--- src/rtl/hc02_tester.sv ---
// Self-running tester for a quad 2-input NOR device: drives vectors 00,01,10,11 to every gate and flags each y that differs from ~(a|b).
// Optional macro HC02_TESTER_SYNC_EN adds a 2-flop synchronizer on y_in, which lengthens each settle window by two cycles.
module hc02_tester #(
  parameter int NUM_GATES     = 4,
  parameter int SETTLE_CYCLES = 2
) (
  input  logic                 clk,
  input  logic                 rst,
  input  logic                 start,
  output logic [NUM_GATES-1:0] a_out,
  output logic [NUM_GATES-1:0] b_out,
  input  logic [NUM_GATES-1:0] y_in,
  output logic [1:0]           vec_idx,
  output logic                 busy,
  output logic                 done,
  output logic                 pass,
  output logic [NUM_GATES-1:0] fail_mask
);

  logic [NUM_GATES-1:0] y_cmp;

`ifdef HC02_TESTER_SYNC_EN
  localparam int CMP_AT = SETTLE_CYCLES + 2;
  logic [NUM_GATES-1:0] y_sync1_q, y_sync2_q;

  always_ff @(posedge clk or posedge rst) begin
    if (rst) begin
      y_sync1_q <= '0;
      y_sync2_q <= '0;
    end else begin
      y_sync1_q <= y_in;
      y_sync2_q <= y_sync1_q;
    end
  end
  assign y_cmp = y_sync2_q;
`else
  localparam int CMP_AT = SETTLE_CYCLES;
  assign y_cmp = y_in;
`endif

  localparam int CW = (CMP_AT < 2) ? 1 : $clog2(CMP_AT);

  typedef enum logic [1:0] {IDLE, RUN, DONE} state_t;

  state_t               state_q, state_d;
  logic [CW-1:0]        cnt_q, cnt_d;
  logic [1:0]           vec_q, vec_d, vec_nxt;
  logic [NUM_GATES-1:0] a_q, a_d, b_q, b_d, fail_q, fail_d, mism;
  logic                 busy_q, busy_d, done_q, done_d, pass_q, pass_d;

  // Mismatches are always taken against the vector currently on the pins.
  assign mism    = y_cmp ^ ~(a_q | b_q);
  assign vec_nxt = vec_q + 2'd1;

  always_comb begin
    // NOTE: every _d starts from its hold value so no path leaves one unassigned and infers a latch.
    state_d = state_q;
    cnt_d   = cnt_q;
    vec_d   = vec_q;
    a_d     = a_q;
    b_d     = b_q;
    fail_d  = fail_q;
    busy_d  = busy_q;
    done_d  = 1'b0;
    pass_d  = pass_q;
    case (state_q)
      IDLE: begin
        a_d = '0;
        b_d = '0;
        if (start) begin
          vec_d   = 2'd0;
          fail_d  = '0;
          pass_d  = 1'b0;
          busy_d  = 1'b1;
          cnt_d   = '0;
          state_d = RUN;
        end
      end
      RUN: begin
        if (cnt_q == CW'(CMP_AT - 1)) begin
          fail_d = fail_q | mism;
          cnt_d  = '0;
          if (vec_q != 2'd3) begin
            vec_d = vec_nxt;
            a_d   = {NUM_GATES{vec_nxt[1]}};
            b_d   = {NUM_GATES{vec_nxt[0]}};
          end else begin
            state_d = DONE;
            done_d  = 1'b1;
            busy_d  = 1'b0;
            pass_d  = ~|(fail_q | mism);
            a_d     = '0;
            b_d     = '0;
            vec_d   = 2'd0;
          end
        end else begin
          cnt_d = cnt_q + 1'b1;
        end
      end
      DONE:    state_d = IDLE;
      default: state_d = IDLE;
    endcase
  end

  // NOTE: sequential state uses non-blocking assignments so every flop samples pre-edge values.
  always_ff @(posedge clk or posedge rst) begin
    if (rst) begin
      state_q <= IDLE;
      cnt_q   <= '0;
      vec_q   <= 2'd0;
      a_q     <= '0;
      b_q     <= '0;
      fail_q  <= '0;
      busy_q  <= 1'b0;
      done_q  <= 1'b0;
      pass_q  <= 1'b0;
    end else begin
      state_q <= state_d;
      cnt_q   <= cnt_d;
      vec_q   <= vec_d;
      a_q     <= a_d;
      b_q     <= b_d;
      fail_q  <= fail_d;
      busy_q  <= busy_d;
      done_q  <= done_d;
      pass_q  <= pass_d;
    end
  end

  assign a_out     = a_q;
  assign b_out     = b_q;
  assign vec_idx   = vec_q;
  assign busy      = busy_q;
  assign done      = done_q;
  assign pass      = pass_q;
  assign fail_mask = fail_q;

endmodule
--- config.mk ---
export PLATFORM = sky130hd
export DESIGN_NAME = hc02_tester
export DESIGN_NICKNAME = d
export VERILOG_FILES = /design/src/rtl/hc02_tester.sv
export SDC_FILE = /design/constraint.sdc
export NUM_CORES = 1
export LEC_CHECK = 0
export ABC_AREA = 1
export BUFFER_PORTS_ARGS = -buffer_cell sky130_fd_sc_hd__buf_2
export CORE_MARGIN = 3
export CORE_UTILIZATION = 47
export DETAILED_ROUTE_END_ITERATION = 8
export PLACE_DENSITY = 0.84
export SYNTH_ARGS = -nofsm -noshare
export SYNTH_HDL_FRONTEND = slang
export SYNTH_SLANG_ARGS = --single-unit
--- constraint.sdc ---
create_clock -name clk -period 1.3 [get_ports clk]
set_clock_uncertainty 0.05 [all_clocks]
set_input_delay 0.26 -clock clk [delete_from_list [all_inputs] [get_ports clk]]
set_output_delay 0.26 -clock clk [all_outputs]
set_load 0.005 [all_outputs]
==> results of run 1 <==
[flip-flops by register name, indices dropped and copies added, names as in the netlist]
signal,flops
done,1
pass,1
a_out,1
b_out,1
fail_mask,4
busy,1
state_q,2
cnt_q,1
vec_idx,2
[timing repair]
item,4_1_cts,5_1_grt
hold buffers,1,0
endpoints found under the hold margin,14,0
setup buffers,0,1
resized for setup,0,6
endpoints found under the setup margin,0,3
[metrics by stage]
| step | total power, uW | area [sq um] | hold WS (ns) | setup slack, ns |
|---|---|---|---|---|
| finish | 2150 | 868 | 0.245 | 0.0780 |
| global route | 2350 | 868 | 0.276 | -0.00144 |
| CTS | 2090 | 845 | 0.239 | 0.0465 |
| detailed placement | 1770 | 798 | 0.275 | 0.0794 |
| global placement | 1730 | 798 | 0.261 | 0.0999 |
| floorplan | 1500 | 709 | 0.0992 | 0.216 |
[worst max-delay path: cells and delay by family (launching register included)]
family,cells,cell delay [ns]
compound gates,2,0.34
fa+ha+maj,1,0.27
flops,1,0.42
simple gates,1,0.08
[layout make-up]
cell class	count	area share
inverter	16	0.0692
timing repair buffer	25	0.153
clock buffer	4	0.0418
multi-input combinational	51	0.307
sequential	14	0.408
tap	15	0.0216
[path summary, 6_finish.rpt]
kind,start,endpoint,slack [ns],depth (start not counted)
worst max-delay path,vec_idx[0],pass,0.08,4
worst min-delay path,start,vec_idx[1],0.24,4
worst max register to register,vec_idx[0],pass,0.08,4
worst min register to register,busy,busy,0.47,2
max in group asynchronous,rst,state_q[0],0.33,3
min in group asynchronous,rst,fail_mask[3],0.49,3
[routing by layer]
layer  up-vias  share of wire  global-route usage
li1        312              -                   -
met1       294           0.45               0.201
met2        23           0.44               0.226
met3         4          0.091              0.0598
met4         0          0.015              0.0702
met5         -              0                   0
[kinds of logic after synthesis]
family,count (synthesis)
simple gates,36
buf+inv,22
compound gates,14
flops,14
fa+ha+maj,1
[power by group through the flow]
stage | clock (uW) | combinational (uW) | sequential [uW]
after global routing | 337 | 1200 | 815
final | 311 | 1050 | 786
after global placement | 0 | 966 | 766
after detailed placement | 0 | 995 | 774
after floorplan | 0 | 726 | 774
after CTS | 320 | 999 | 770
[cell usage in the layout, fill, tap and decap left out, types with 3 or more instances in the layout]
cell	count
inv_1	14
o21ai_0	7
clkbuf_4	3
nand2_2	3
nand3_1	9
dfrtp_1	11
nand2_1	15
buf_2	23
nor2_1	6
dfrtp_2	3
==> impl_metrics.toml, run 1 <==
[run_status]
status = "completed"

[synth]
synth_top_family_by_area = "simple AND/OR/NAND/NOR gates"
muxShareOfSynthArea = 0
synthAdderAreaFrac = 0.0176
synthTopCellsByArea = "dfrtp_1 (49%), nand2_1 (8.5%), inv_1 (7.4%)"
syn_nets = 95
synth_xor_xnor_area_share = 0
synth_edf_count = 0
synth-simple-area-share = 0.220
netlist_instances = 87
synth_area_sq_um = 709
yosysSeqAreaShare = 0.494
avgSynthCellArea_sq_um = 8.15
synth_cell_types = 19
synth_compound_area_frac = 0.120
ys_top_cells_by_count = "nand2_1 (16), dfrtp_1 (14), inv_1 (14)"
ys_warn_count = 0
synth_top_cell_by_area = "dfrtp_1"
ys.flop_type = "dfrtp_1"
netlist.area_leader.share = 0.494
ys_ff_latch = 14
async_flop_share = 1.00
synth_most_common_cell = "nand2_1"

[power_and_ir_drop]
internal_power_uw = 1250
pwr-share-comb = 0.489
p_sw_frac = 0.419
netSwitchingPower_uw = 899
p_per_area_nw_per_um2 = 2470
seq_power_share = 0.366
p_leak_uw = 0.000503
ir_worst_vdd_uv = 1120
clockPowerShare = 0.145

[clocking]
ctsRootBufferMaster = "clkbuf_4"
cts_sinks = 14
insertion_delay_ns = 0.29
clk_path_buf_depth = 2
cts.clk_slew.worst_paths_ns = 0.09
cts_tree = "built"
htree_num_levels = 1
cts_buffers = 3

[worst_setup_path]
path_class = "reg2reg"
slowest_stage = "dfrtp_1"
cpPeakStageDelay_ns = 0.42
crit_chain = "ha_1 > a21boi_0 > o21ai_0 > nand2_1"
cp_max_fo = 4
startpoint_type = "register"
cp_data_required_time_ns = 1.47
worstPathArrival_ns = 1.39
critPathCaptureType = "register"

[global_routing]
grt_pass1_vias = 516
grt_util_all_layers = 0.154
grt_pass1_wl_microns = 2210
grt_overflow = 0
grt_max_degree = 15
antenna_found_initial = 0

[finish]
area_growth_pct = 22.4
diodes = 0
multi_input_area_sq_um = 267
finalNetCount = 119
fin_util = 0.643
ff_latch_area_sq_um = 354
fill_cells = 123
final_cells = 125
drive_above_1_share = 0.364

[flow_run]
max_cap_violations = 0

[die]
rows = 13
fp.dieArea_sq_um = 2010
die_h_microns = 44.9
initial_core_util = 0.525
dieWidth_microns = 44.9
core_area_sq_um = 1350
ios = 24

[sta]
finalCriticalPeriod_ns = 1.22
tightestPinTransition_ns = 0.511
max_freq_ghz = 0.818
setup_viol = 0
drv_slew = 0
fin_setup_tns_ns = 0
relSlewSlack = 0.659
hold_violations = 0
finalCritPeriodShare = 0.940

[detailed_routing]
drt_first_pass_iters = 4
viasPerCell = 5.06
wire_per_inst_microns = 11.4
vias = 633
wl_microns = 1420
ant_nets = 0
drc = 0
drtIter0Drc = 6

[placement]
gp_congestion = 0.832
dp.cells = 119
hpwl_microns = 1080
portBuffers = 23

[hold_path]
hp-class = "in2reg"
Power figures use the tool's default switching activity.
==> run 2: changes to the inputs <==
Settings changed: CELL_PAD_IN_SITES_DETAIL_PLACEMENT set to 1, CELL_PAD_IN_SITES_GLOBAL_PLACEMENT set to 1, CORE_UTILIZATION 47 to 34, PLACE_DENSITY 0.84 to 0.85.
==> impl_metrics.toml, run 2 (same netlist as run 1, synthesis figures left out) <==
[sta]
tightestPinTransition_ns = 0.537
finalCriticalPeriod_ns = 1.19
relSlewSlack = 0.642
finalCritPeriodShare = 0.916
grt_setup_unrepaired = "false"
drv_slew = 0
max_freq_ghz = 0.840
fin_setup_tns_ns = 0
hold_violations = 0
setup_viol = 0

[placement]
hpwl_microns = 1340
portBuffers = 23
dp.cells = 130
gp_congestion = 0.820

[die]
core_area_sq_um = 1840
dieWidth_microns = 51.7
fp.dieArea_sq_um = 2670
ios = 24
initial_core_util = 0.386
die_h_microns = 51.7
rows = 15

[clocking]
clk_path_buf_depth = 2
cts_tree = "built"
htree_num_levels = 1
ctsRootBufferMaster = "clkbuf_4"
insertion_delay_ns = 0.27
cts_sinks = 14
cts.clk_slew.worst_paths_ns = 0.08
cts_buffers = 3

[worst_setup_path]
cpPeakStageDelay_ns = 0.45
cp_data_required_time_ns = 1.44
reg2reg_slack_ns = 0.11
cp_max_fo = 6
slowest_stage = "dfrtp_1"
path_class = "reg2reg"
critPathCaptureType = "register"
critPathTopFamily = "flip-flops"
crit_chain = "a21oi_2 > o21ai_2 > inv_2 > nand3_1 > o21ai_0"
cp_num_buf_inv = 1
startpoint_type = "register"
worstPathArrival_ns = 1.33

[detailed_routing]
drtIter0Drc = 15
drt_first_pass_iters = 3
drc = 0
vias = 626
ant_nets = 0
wire_per_inst_microns = 12.4
viasPerCell = 4.67
wl_microns = 1660

[global_routing]
grt_pass1_wl_microns = 2800
use_met3 = 0.0258
grt_pass1_vias = 667
globalRouteMet1Util = 0.157
top_usage_layer = "met2"
grt_util_all_layers = 0.142
grt_max_degree = 15
gr-usage-met2 = 0.261
antenna_found_initial = 0
grt_overflow = 0

[finish]
drive_above_1_share = 0.349
area_growth_pct = 21.9
diodes = 0
final_common_cell = "buf_2"
final_cells = 134
finalNetCount = 119
final_cell_mix = "buf_2 (23), nand2_1 (15), inv_1 (14)"
largest_reg_flops = 4

[run_status]
status = "completed"

[power_and_ir_drop]
total_power_uw = 2090
ir_worst_vdd_uv = 1140
p_per_area_nw_per_um2 = 2420
p_leak_uw = 0.000496

[flow_run]
max_cap_violations = 0

[hold_path]
hp-class = "in2reg"
run 2: cell types whose count changed in the layout (fill, tap and decap cells not counted), sizes merged:
cell    change
clkbuf      -1
run 2: repair_timing:
item	in CTS	in global routing
setup endpoints to repair	0	2
buffers inserted	0	0
hold buffers	1	0
hold endpoints to repair	14	0
gates resized for setup	0	6
run 2: cell type report:
type	count	area [sq um]
Fill cell	253	975
Sequential cell	14	352
Multi-Input combinational cell	51	267
Timing Repair Buffer	25	133
Inverter	16	60.1
Tap cell	25	31.3
Clock buffer	3	22.5
run 2: per-layer routing:
layer,wire length [microns],vias up
li1,-,310
met1,735,294
met2,825,20
met3,82,2
met4,13,0
met5,0,-
run 2: path summary, 6_finish.rpt:
kind                            cells after the start           end       start
worst max-delay path                                5  fail_mask[0]  state_q[0]
worst min-delay path                                4    vec_idx[1]       start
worst max register to register                      5  fail_mask[0]  state_q[0]
worst min register to register                      2    vec_idx[1]  vec_idx[1]
max in group asynchronous                           3      a_out[2]         rst
min in group asynchronous                           3    vec_idx[0]         rst
run 2: tightest hold or removal path: stages:
cell	delay [ns]
buf_2	0.10
o21ai_2	0.09
nand2_1	0.06
nand2_1	0.04
run 2: through the flow:
step           utilization  setup slack [ns]  hold slack (ns)  instance area [sq um]
6_report             0.470             0.110            0.257                    865
2_1_floorplan            -             0.216           0.0992                    709
3_3_place_gp         0.445             0.114            0.281                    818
4_1_cts              0.463          0.000721            0.251                    851
5_1_grt              0.470           0.00351            0.271                    865
3_5_place_dp         0.445            0.0317            0.283                    818
run 2: report_power, final:
group | leakage, uW | total [uW] | switching, uW | internal (uW)
sequential | 0.000172 | 769 | 145 | 624
combinational | 0.000310 | 1080 | 629 | 452
clock | 0.0000138 | 240 | 133 | 107
total | 0.000496 | 2090 | 907 | 1180
